--- src/rtl/hazard_unit_pkg.sv ---
// ---------------------------------------------------------------------------
// hazard_unit_pkg
//   Shared constants for the 5-stage MIPS stall controller. The instruction
//   decoder that drives the hazard unit's d_* inputs uses the same Tuse/Tnew
//   encodings, so both sides agree on what "cycles until needed" and
//   "cycles until produced" mean.
//
//   Contents:
//     TUSE_*           cycles (from D) until a source operand is consumed
//     TNEW_*           cycles (from E) until a result becomes forwardable
//     MULT/DIV_CYCLES  default multiply/divide unit occupancy
//     md_op_e          which busy count the multiply/divide counter loads
//     max_int          helper used to size the busy counter
// ---------------------------------------------------------------------------
package hazard_unit_pkg;

   // Tuse: how many cycles after D the operand is actually needed
   localparam int TUSE_BRANCH   = 0;   // branch compare / jr in D
   localparam int TUSE_CALC     = 1;   // ALU operand in E
   localparam int TUSE_STORE_RT = 2;   // store data consumed in M

   // Tnew: how many cycles after E the result is produced
   localparam int TNEW_LOAD = 2;       // available after M
   localparam int TNEW_CALC = 1;       // available after E
   localparam int TNEW_NONE = 0;       // jal link value, already known

   // Default multiply/divide busy durations after the op leaves E
   localparam int MULT_CYCLES_DEF = 5;
   localparam int DIV_CYCLES_DEF  = 10;

   typedef enum logic {
      MD_OP_MULT = 1'b0,
      MD_OP_DIV  = 1'b1
   } md_op_e;

   function automatic int max_int(input int a, input int b);
      return (a > b) ? a : b;
   endfunction

endpackage

--- src/rtl/hazard_unit_md_busy_ctr.sv ---
// ---------------------------------------------------------------------------
// md_busy_ctr
//   Multiply/divide occupancy counter. When a mult/div leaves E the counter
//   is loaded with the unit latency and then counts down to zero; md_busy is
//   high while it is nonzero. A load always wins over the decrement, so
//   back-to-back multiply/divide ops restart the count cleanly.
//
//   Ports:
//     clk       in   clock, rising edge
//     reset     in   asynchronous, active-high; clears the count
//     load      in   a mult/div is leaving E on this edge
//     load_div  in   qualifies load: 1 = divide latency, 0 = multiply
//     md_busy   out  counter nonzero
//
//   MULT_CYCLES and DIV_CYCLES are expected to be at least 1.
// ---------------------------------------------------------------------------
module md_busy_ctr
   import hazard_unit_pkg::*;
#(
   parameter int MULT_CYCLES = MULT_CYCLES_DEF,
   parameter int DIV_CYCLES  = DIV_CYCLES_DEF
) (
   input  logic clk,
   input  logic reset,
   input  logic load,
   input  logic load_div,
   output logic md_busy
);

   localparam int CNT_MAX = max_int(MULT_CYCLES, DIV_CYCLES);
   localparam int CW      = $clog2(CNT_MAX + 1);

   localparam logic [CW-1:0] MULT_LOAD = CW'(MULT_CYCLES);
   localparam logic [CW-1:0] DIV_LOAD  = CW'(DIV_CYCLES);

   logic [CW-1:0] md_cnt;
   logic [CW-1:0] md_cnt_next;
   md_op_e        load_op;

   assign load_op = load_div ? MD_OP_DIV : MD_OP_MULT;

   always_comb begin
      md_cnt_next = md_cnt;
      if (load) begin
         md_cnt_next = (load_op == MD_OP_DIV) ? DIV_LOAD : MULT_LOAD;
      end else if (md_cnt != '0) begin
         md_cnt_next = md_cnt - CW'(1);
      end
   end

   always_ff @(posedge clk or posedge reset) begin
      if (reset) begin
         md_cnt <= '0;
      end else begin
         md_cnt <= md_cnt_next;
      end
   end

   // Driven straight from the register, so an asynchronous reset drops it
   // without waiting for a clock edge.
   assign md_busy = (md_cnt != '0);

endmodule

--- src/rtl/hazard_unit.sv ---
// ---------------------------------------------------------------------------
// hazard_unit
//   Stall controller for the 5-stage MIPS pipeline. Instead of re-decoding
//   the instructions in E and M, it keeps a small registered scoreboard of
//   {dest, write-enable, Tnew} for those two stages, fed from the D-stage
//   decode, and ages Tnew as instructions move on. W always has Tnew = 0
//   and is handled by forwarding, so it is not tracked.
//
//   A D instruction stalls when a source it reads is produced by E or M
//   later than it is needed (Tuse < Tnew), or when it touches HI/LO while the
//   multiply/divide unit is busy (or a mult/div is sitting in E about to
//   start it). On a stall the unit inserts its own bubble into the E entry.
//
//   Ports:
//     clk          in   clock, rising edge
//     reset        in   asynchronous, active-high
//     d_rs_addr    in   D-stage rs
//     d_rt_addr    in   D-stage rt
//     d_rs_rd      in   D instruction reads rs
//     d_rt_rd      in   D instruction reads rt
//     d_tuse_rs    in   cycles until rs is needed
//     d_tuse_rt    in   cycles until rt is needed
//     d_we         in   D instruction writes the GRF
//     d_a3         in   D destination register
//     d_tnew       in   Tnew the instruction will have in E
//     d_md_start   in   D instruction is mult/multu/div/divu
//     d_md_div     in   qualifies d_md_start: 1 = divide
//     d_md_use     in   D instruction uses the multiply/divide unit or HI/LO
//     stall        out  hold PC and F/D; bubble into D/E
//     md_busy      out  multiply/divide counter nonzero
// ---------------------------------------------------------------------------
module hazard_unit
   import hazard_unit_pkg::*;
#(
   parameter int REG_AW      = 5,
   parameter int TW          = 2,
   parameter int MULT_CYCLES = MULT_CYCLES_DEF,
   parameter int DIV_CYCLES  = DIV_CYCLES_DEF
) (
   input  logic              clk,
   input  logic              reset,
   input  logic [REG_AW-1:0] d_rs_addr,
   input  logic [REG_AW-1:0] d_rt_addr,
   input  logic              d_rs_rd,
   input  logic              d_rt_rd,
   input  logic [TW-1:0]     d_tuse_rs,
   input  logic [TW-1:0]     d_tuse_rt,
   input  logic              d_we,
   input  logic [REG_AW-1:0] d_a3,
   input  logic [TW-1:0]     d_tnew,
   input  logic              d_md_start,
   input  logic              d_md_div,
   input  logic              d_md_use,
   output logic              stall,
   output logic              md_busy
);

   localparam int NSRC = 2;   // index 0 = rs, 1 = rt

   // Saturating decrement: a result that is already available stays so.
   function automatic logic [TW-1:0] sat_dec(input logic [TW-1:0] t);
      return (t == '0) ? '0 : (t - TW'(1));
   endfunction

   // ---------------- scoreboard state ----------------
   logic [REG_AW-1:0] e_a3;
   logic              e_we;
   logic [TW-1:0]     e_tnew;
   logic              e_md_start;
   logic              e_md_div;

   logic [REG_AW-1:0] m_a3;
   logic              m_we;
   logic [TW-1:0]     m_tnew;

   // ---------------- hazard detection ----------------
   logic [REG_AW-1:0] src_addr [NSRC];
   logic              src_rd   [NSRC];
   logic [TW-1:0]     src_tuse [NSRC];
   logic [NSRC-1:0]   stall_src;
   logic              stall_md;

   assign src_addr[0] = d_rs_addr;
   assign src_addr[1] = d_rt_addr;
   assign src_rd[0]   = d_rs_rd;
   assign src_rd[1]   = d_rt_rd;
   assign src_tuse[0] = d_tuse_rs;
   assign src_tuse[1] = d_tuse_rt;

   generate
      for (genvar gi = 0; gi < NSRC; gi++) begin : g_src
         logic hit_e;
         logic hit_m;

         // Producer matches and will not have the value ready in time.
         assign hit_e = e_we && (e_a3 == src_addr[gi]) && (src_tuse[gi] < e_tnew);
         assign hit_m = m_we && (m_a3 == src_addr[gi]) && (src_tuse[gi] < m_tnew);

         assign stall_src[gi] = src_rd[gi] && (src_addr[gi] != '0) && (hit_e || hit_m);
      end
   endgenerate

   // A mult/div still in E has not loaded the counter yet, so it must block
   // HI/LO users on its own.
   assign stall_md = d_md_use && (md_busy || e_md_start);

   assign stall = (|stall_src) || stall_md;

   // ---------------- scoreboard advance ----------------
   always_ff @(posedge clk or posedge reset) begin
      if (reset) begin
         e_a3       <= '0;
         e_we       <= 1'b0;
         e_tnew     <= '0;
         e_md_start <= 1'b0;
         e_md_div   <= 1'b0;
         m_a3       <= '0;
         m_we       <= 1'b0;
         m_tnew     <= '0;
      end else begin
         if (stall) begin
            // Bubble: nothing written, no multiply/divide start.
            e_a3       <= '0;
            e_we       <= 1'b0;
            e_tnew     <= '0;
            e_md_start <= 1'b0;
            e_md_div   <= 1'b0;
         end else begin
            e_a3       <= d_a3;
            // Writes to the zero register never create a dependency.
            e_we       <= d_we && (d_a3 != '0);
            e_tnew     <= d_tnew;
            e_md_start <= d_md_start;
            e_md_div   <= d_md_div;
         end
         m_a3   <= e_a3;
         m_we   <= e_we;
         m_tnew <= sat_dec(e_tnew);
      end
   end

   // ---------------- multiply/divide occupancy ----------------
   // The counter loads from the E entry, which is all-zero for a bubble,
   // so a bubble can never start it.
   md_busy_ctr #(
      .MULT_CYCLES (MULT_CYCLES),
      .DIV_CYCLES  (DIV_CYCLES)
   ) u_md_busy_ctr (
      .clk      (clk),
      .reset    (reset),
      .load     (e_md_start),
      .load_div (e_md_div),
      .md_busy  (md_busy)
   );

endmodule
--- config.mk ---
export PLATFORM = sky130hd
export DESIGN_NAME = hazard_unit
export DESIGN_NICKNAME = d
export VERILOG_FILES = /design/src/rtl/hazard_unit_pkg.sv /design/src/rtl/hazard_unit_md_busy_ctr.sv /design/src/rtl/hazard_unit.sv
export SDC_FILE = /design/constraint.sdc
export NUM_CORES = 1
export LEC_CHECK = 0
export ABC_AREA = 1
export BUFFER_PORTS_ARGS = -buffer_cell sky130_fd_sc_hd__buf_2
export CAP_MARGIN = 25
export CORE_ASPECT_RATIO = 0.75
export CORE_MARGIN = 2
export CORE_UTILIZATION = 50
export CTS_BUF_LIST = sky130_fd_sc_hd__clkbuf_8 sky130_fd_sc_hd__clkbuf_16
export CTS_CLUSTER_SIZE = 28
export DETAILED_ROUTE_END_ITERATION = 16
export PLACE_DENSITY = 0.75
export REMOVE_ABC_BUFFERS = 1
export SLEW_MARGIN = 0
export SYNTH_ARGS = -nofsm -noshare
export SYNTH_HDL_FRONTEND = slang
export SYNTH_SLANG_ARGS = --single-unit
--- constraint.sdc ---
create_clock -name clk -period 1.81 [get_ports clk]
set_clock_uncertainty 0.05 [all_clocks]
set_input_delay 0.0905 -clock clk [delete_from_list [all_inputs] [get_ports clk]]
set_output_delay 0.0905 -clock clk [all_outputs]
set_load 0.02 [all_outputs]
==> flow_summary.yaml, run 1 <==
worst_setup_path:
  crit_path_end_kind: "primary output"
  worstPathMaxFanout: 3
  critPathMaxStageDelay_ps: 370
  path_delay_family: "flip-flops"
  cp_cell_sequence: "inv_2, ha_2, a21boi_1, nor2_1, nand2_1, nand2_1, nand2_2, nand3_4, buf_6"
  cpMostUsedCell: "nand2_1"
  cp_slowest_cell: "dfrtp_1"
  critPathLaunchType: "flip-flop"
  reg2reg_depth: 11
  worst-path-buf-inv: 2
  crit_type: "reg -> out"
  cp.arrival_ps: 1630
  cp.depth: 9
  cp.required_ps: 1670
synth:
  async_flop_share_pct: 100
  synth.avg_cell_area_um2: 6.96
  synth_edf_count: 0
  synth-seq-cells: 22
  yosysSeqAreaShare_pct: 41.0
  ys.flop_type: "dfrtp_1"
  syn_inst: 193
  syn_area_um2: 1340
  yosysWarnings: 0
  synth_cell_types: 20
placement:
  gp_congestion: 0.876
  dpl.hpwl_um: 2230
  placed_cell_area_um2: 1530
  portBuffers: 30
  dp_slack_ps: 154
  dp.cells: 259
timing:
  tns_ps: 0
  worstMarginPinSlew_ps: 281
  min_period_over_period_pct: 98.1
  timing.fmax_mhz: 563
  min_period_ps: 1780
  timing.final.ws_setup_ps: 34.7
  rsz0062_at_grt: "true"
  max_slew_margin_pct: 81.3
  hold_violations: 0
  setup_viol: 0
  finalMaxSlewViolations: 0
  holdWs_ps: 6.85
pwr:
  power_density_nw_per_um2: 923
  p_clk_share_pct: 28.7
  p_seq_share_pct: 41.2
  vdd_ir_drop_max_v: 0.000564
  leakage_nw: 0.985
  p_sw_uw: 509
  p_comb_share_pct: 30.0
  finalPower_mw: 1.59
  swShare_pct: 32.0
  internal-power_mw: 1.08
global_route:
  grt_pass1_vias: 1129
  grt_max_degree: 23
  antenna_found_initial: 0
  grt.total_usage_pct: 20.7
  overflow: 0
  grt_pass1_wl_um: 5060
cts:
  numCtsBuffers: 3
  htreeDepth: 1
  cts_tree: "yes"
  insertion_delay_ps: 260
  cts_buffer_depth: 2
  cts_sinks: 22
  cts_root_buffer: "clkbuf_8"
  clk_pin_slew_worst_paths_ps: 80
floorplanning:
  die_y_um: 48.9
  die-area_um2: 3120
  start_util_pct: 52.0
  num_io_pins: 31
  core_um2: 2580
  rows: 16
  die_x_um: 63.8
final_layout:
  final_common_cell: "nand2_1"
  design_area_um2: 1720
  num-fill-cells: 233
  layoutNonFillerInstCount: 271
  fin_util_pct: 66.7
  finalNetCount: 271
  diodes: 0
  mostFrequentLayoutCells: "52 x nand2_1, 43 x inv_1, 29 x buf_2"
  syn_to_final_growth_pct: 28.3
  layout-drive-gt1-share_pct: 22.1
drt:
  ant_nets: 0
  num_vias: 1257
  drt-pass1-iter-count: 4
  routed_wl_um: 2980
  drt_iter0_drc: 82
  routed_via_density: 4.64
  avgRoutedWirePerCell_um: 11.0
  drc: 0
job:
  cap_violations: 0
hold_path:
  hold_path_class: "in -> reg"
  hold_depth: 3
status:
  status: "finished, final reports clean"
[timing repair]
action                                  4_1_cts  5_1_grt
buffers inserted                              1        1
pin swaps                                     1        9
resized for setup                             2       13
endpoints found under the setup margin        1        2
hold endpoints to repair                     27        0
hold buffers                                  6        0
[state kept, by name (all words and copies together), names as in the netlist, 2 cells and up]
register and flops:
e_tnew 2, m_a3 5, e_a3 5, u_md_busy_ctr.md_cnt 4, m_tnew 2
[power by group through the flow]
stage	clock [mW]	combinational, mW	sequential [mW]
finish	0.457	0.478	0.655
global route	0.486	0.552	0.668
CTS	0.466	0.455	0.651
detailed placement	0	0.430	0.660
global placement	0	0.421	0.659
floorplan	0	0.315	0.643
[Yosys cell counts (2+ instances only)]
master / count / area [um2]
nand2_1: 54 / 203
inv_1: 45 / 169
nor2_1: 28 / 105
dfrtp_1: 22 / 551
nand3_1: 8 / 40.0
o21ai_0: 7 / 35.0
ha_1: 6 / 75.1
a21boi_0: 3 / 22.5
a21oi_1: 3 / 15.0
nand4_1: 3 / 18.8
xor2_1: 3 / 26.3
inv_2: 2 / 7.51
xnor2_1: 2 / 17.5
[final timing paths]
check	from	to	slack [ps]
max	e_tnew[1]	stall	30
min reg2reg	e_a3[3]	m_a3[3]	350
min	d_we	e_we	7
max in group asynchronous	reset	u_md_busy_ctr.md_cnt[3]	1120
max reg2reg	e_tnew[1]	e_md_div	70
min in group asynchronous	reset	m_tnew[1]	360
[area by class of cell]
class	instances	area (um2)	area share [%]
multi-input cells	123	641	37.2
flip-flops and latches	22	551	32.0
repair buffers	39	239	13.9
inverters	47	176	10.2
well taps	36	45.0	2.61
clock buffers	3	41.3	2.40
clock inverters	1	30.0	1.74
[routing by layer]
layer	share of wire, %	routed length [um]	vias up	track usage, %
met5	0	0	-	0
met2	44	1330	39	31.4
met1	51	1510	561	30.7
met3	4.1	123	4	4.16
met4	0.87	26	0	4.35
li1	-	-	653	-
[tightest hold or removal path: cells and delay by family]
| family | cells | cell delay (ps) |
|---|---|---|
| and+or+nand+nor | 1 | 40 |
| buffers and inverters | 1 | 90 |
| AOI/OAI and AO/OA | 1 | 60 |
[logic make-up after synthesis]
family,share of synthesized area [%]
xor+xnor,3.26
buf+inv,14.0
flops,41.0
fa+ha+maj,5.59
simple gates,29.8
compound gates,6.34
Power figures use the tool's default switching activity.
==> run 2: changes to the inputs <==
PLACE_DENSITY = 0.74   (was 0.75)
SYNTH_HIERARCHICAL = 1   (was default)
==> run 2 against run 1 <==
Synthesized cell count increased by 3.1%. Highest routed layer unchanged. Count of clock-buffer cells in the layout increased by 1. Area after synthesis increased by 4.2%. Global-route usage decreased by 0.90 points. Worst setup slack improved by 35 ps. Cell count increased by 0.74%. Utilization decreased by 1.7 points. Largest cell class unchanged.
==> flow_summary.yaml, run 2 <==
drt:
  drt-pass1-iter-count: 4
  ant_nets: 0
  routed_via_density: 4.68
  drc: 0
  routed_wl_um: 2800
  avgRoutedWirePerCell_um: 10.2
  drt_iter0_drc: 78
  num_vias: 1277
worst_setup_path:
  crit_path_end_kind: "primary output"
  cp_cell_sequence: "inv_2, ha_1, a21boi_1, nor2_1, nand3_1, nand2_1, nand2_2, nand3_4, buf_6"
  cp.arrival_ps: 1600
  rrSetupSlack_ps: 90
  cp.required_ps: 1670
  path_delay_family: "simple AND/OR/NAND/NOR gates"
  worstPathMaxFanout: 3
  critPathMaxStageDelay_ps: 400
  critPathLaunchType: "flip-flop"
  worst-path-buf-inv: 2
  crit_type: "reg -> out"
  cp_slowest_cell: "dfrtp_1"
final_layout:
  diodes: 0
  mostFrequentLayoutCells: "51 x nand2_1, 37 x inv_1, 29 x buf_2"
  layoutNonFillerInstCount: 273
  finalNetCount: 273
  fin_util_pct: 65.0
  layout-drive-gt1-share_pct: 27.8
  num-fill-cells: 254
  design_area_um2: 1720
  syn_to_final_growth_pct: 22.8
  final_common_cell: "nand2_1"
  reg_top3: "e_a3: 5 flops, m_a3: 5 flops, u_md_busy_ctr/md_cnt: 4 flops"
global_route:
  met3_usage_pct: 2.74
  grt_max_degree: 19
  grt_pass1_wl_um: 4890
  grt.total_usage_pct: 19.8
  grtUsageMet1_pct: 31.1
  busiest_layer: "met1"
  overflow: 0
  grt_pass1_vias: 1144
  grtUsageMet2_pct: 28.7
  antenna_found_initial: 0
cts:
  cts_sinks: 22
  cts_tree: "yes"
  clk_pin_slew_worst_paths_ps: 70
  numCtsBuffers: 3
  cts_root_buffer: "clkbuf_8"
  insertion_delay_ps: 250
  cts_buffer_depth: 2
  htreeDepth: 1
pwr:
  vdd_ir_drop_max_v: 0.000604
  power_density_nw_per_um2: 892
  leakage_nw: 0.976
floorplanning:
  die-area_um2: 3240
  die_y_um: 49.8
  start_util_pct: 52.9
  core_um2: 2640
  die_x_um: 65.1
  rows: 16
  num_io_pins: 31
placement:
  placed_cell_area_um2: 1600
  dpl.hpwl_um: 2320
  portBuffers: 30
  dp.cells: 265
  dp_slack_ps: 133
  gp_congestion: 0.868
synth:
  async_flop_share_pct: 100
  syn_inst: 199
  yosysSeqAreaShare_pct: 39.4
  yosysMostFrequentCell: "nand2_1"
  synthTopCellsByArea: "dfrtp_1 39%, nand2_1 14%, inv_1 10%, nor2_1 5.6%, ha_1 5.4%"
  synth_edf_count: 0
  synth_cell_types: 22
  syn_area_um2: 1400
  synth-seq-cells: 22
  synth.top_cell.area_share_pct: 39.4
  yosysTopAreaCell: "dfrtp_1"
  synth_commonest_cells: "53 x nand2_1, 38 x inv_1, 22 x dfrtp_1"
  ys.flop_type: "dfrtp_1"
  yosysWarnings: 6
  synth.avg_cell_area_um2: 7.03
timing:
  hold_violations: 0
  rsz0062_at_grt: "true"
  max_slew_margin_pct: 57.3
  worstMarginPinSlew_ps: 639
  min_period_over_period_pct: 96.1
  min_period_ps: 1740
  timing.final.ws_setup_ps: 70.0
  timing.fmax_mhz: 575
  setup_viol: 0
  finalMaxSlewViolations: 0
hold_path:
  hold_path_class: "in -> reg"
job:
  cap_violations: 0
status:
  status: "finished, final reports clean"
==> run 2: changes by cell type after synthesis, sizes merged <==
cell,before,now
xor2,3,2
nor2,30,34
a21boi,3,4
a21oi,3,2
inv,47,46
a211oi,1,0
xnor2,2,0
o21ai,8,12
clkinv,0,1
nand3,9,11
==> run 2: final timing paths <==
kind                                start  cells after the start                      end
max in group asynchronous           reset                      3                  m_a3[0]
min in group asynchronous           reset                      3  u_md_busy_ctr/md_cnt[0]
worst max register to register  e_tnew[1]                     11                     e_we
worst min register to register       e_we                      0                     m_we
worst max-delay path            e_tnew[1]                      9                    stall
worst min-delay path              d_a3[4]                      3                  e_a3[4]
==> run 2: stage by stage <==
step	hold slack, ps	setup TNS, ps	total power [mW]
6_report	4.65	0	1.53
5_1_grt	5.83	-111	1.66
4_1_cts	0.467	0	1.53
3_5_place_dp	-46.0	0	1.18
3_3_place_gp	-48.4	0	1.17
2_1_floorplan	-193	0	1.03
==> run 2: metal layers <==
layer  up-vias  wire [um]
met5         -          0
met4         0         41
met3         4        189
met2        50       1090
met1       555       1480
li1        668          -
==> run 2: kinds of logic after synthesis <==
| kind of cell | Yosys count | share of synthesized area, % |
|---|---|---|
| compound gates | 18 | 7.69 |
| xor+xnor | 2 | 1.25 |
| fa+ha+maj | 6 | 5.37 |
| buf+inv | 48 | 13.4 |
| flops | 22 | 39.4 |
| simple gates | 103 | 32.9 |
==> run 2: worst reg2reg max path, stage by stage (launching register included) <==
cell and delay [ps]:
dfrtp_1 400, inv_2 80, ha_1 210, a21boi_1 120, nor2_1 110, nand3_1 70, nand2_1 80, nand2_2 80
nand3_4 70, buf_4 160, buf_12 130, nor2_4 30
==> run 2: area by class of cell <==
cell class	count	area (um2)	area share (%)
Multi-Input combinational cell	129	677	39.4
Sequential cell	22	551	32.0
Tap cell	36	45.0	2.62
Clock buffer	4	55.1	3.20
Timing Repair Buffer	35	214	12.5
Inverter	47	176	10.3
==> run 2: what timing repair did <==
item,4_1_cts,5_1_grt
gates cloned,0,0
gates resized for setup,3,6
endpoints found under the setup margin,1,7
hold endpoints to repair,24,0
pin swaps,1,4
setup buffers,1,0
hold buffers,3,0
==> run 2: power by group <==
part,leakage [nW],internal (mW),switching [mW]
Sequential,0.280,0.581,0.0885
Clock,0.0288,0.193,0.135
Combinational,0.668,0.227,0.306
Total,0.976,1.00,0.530
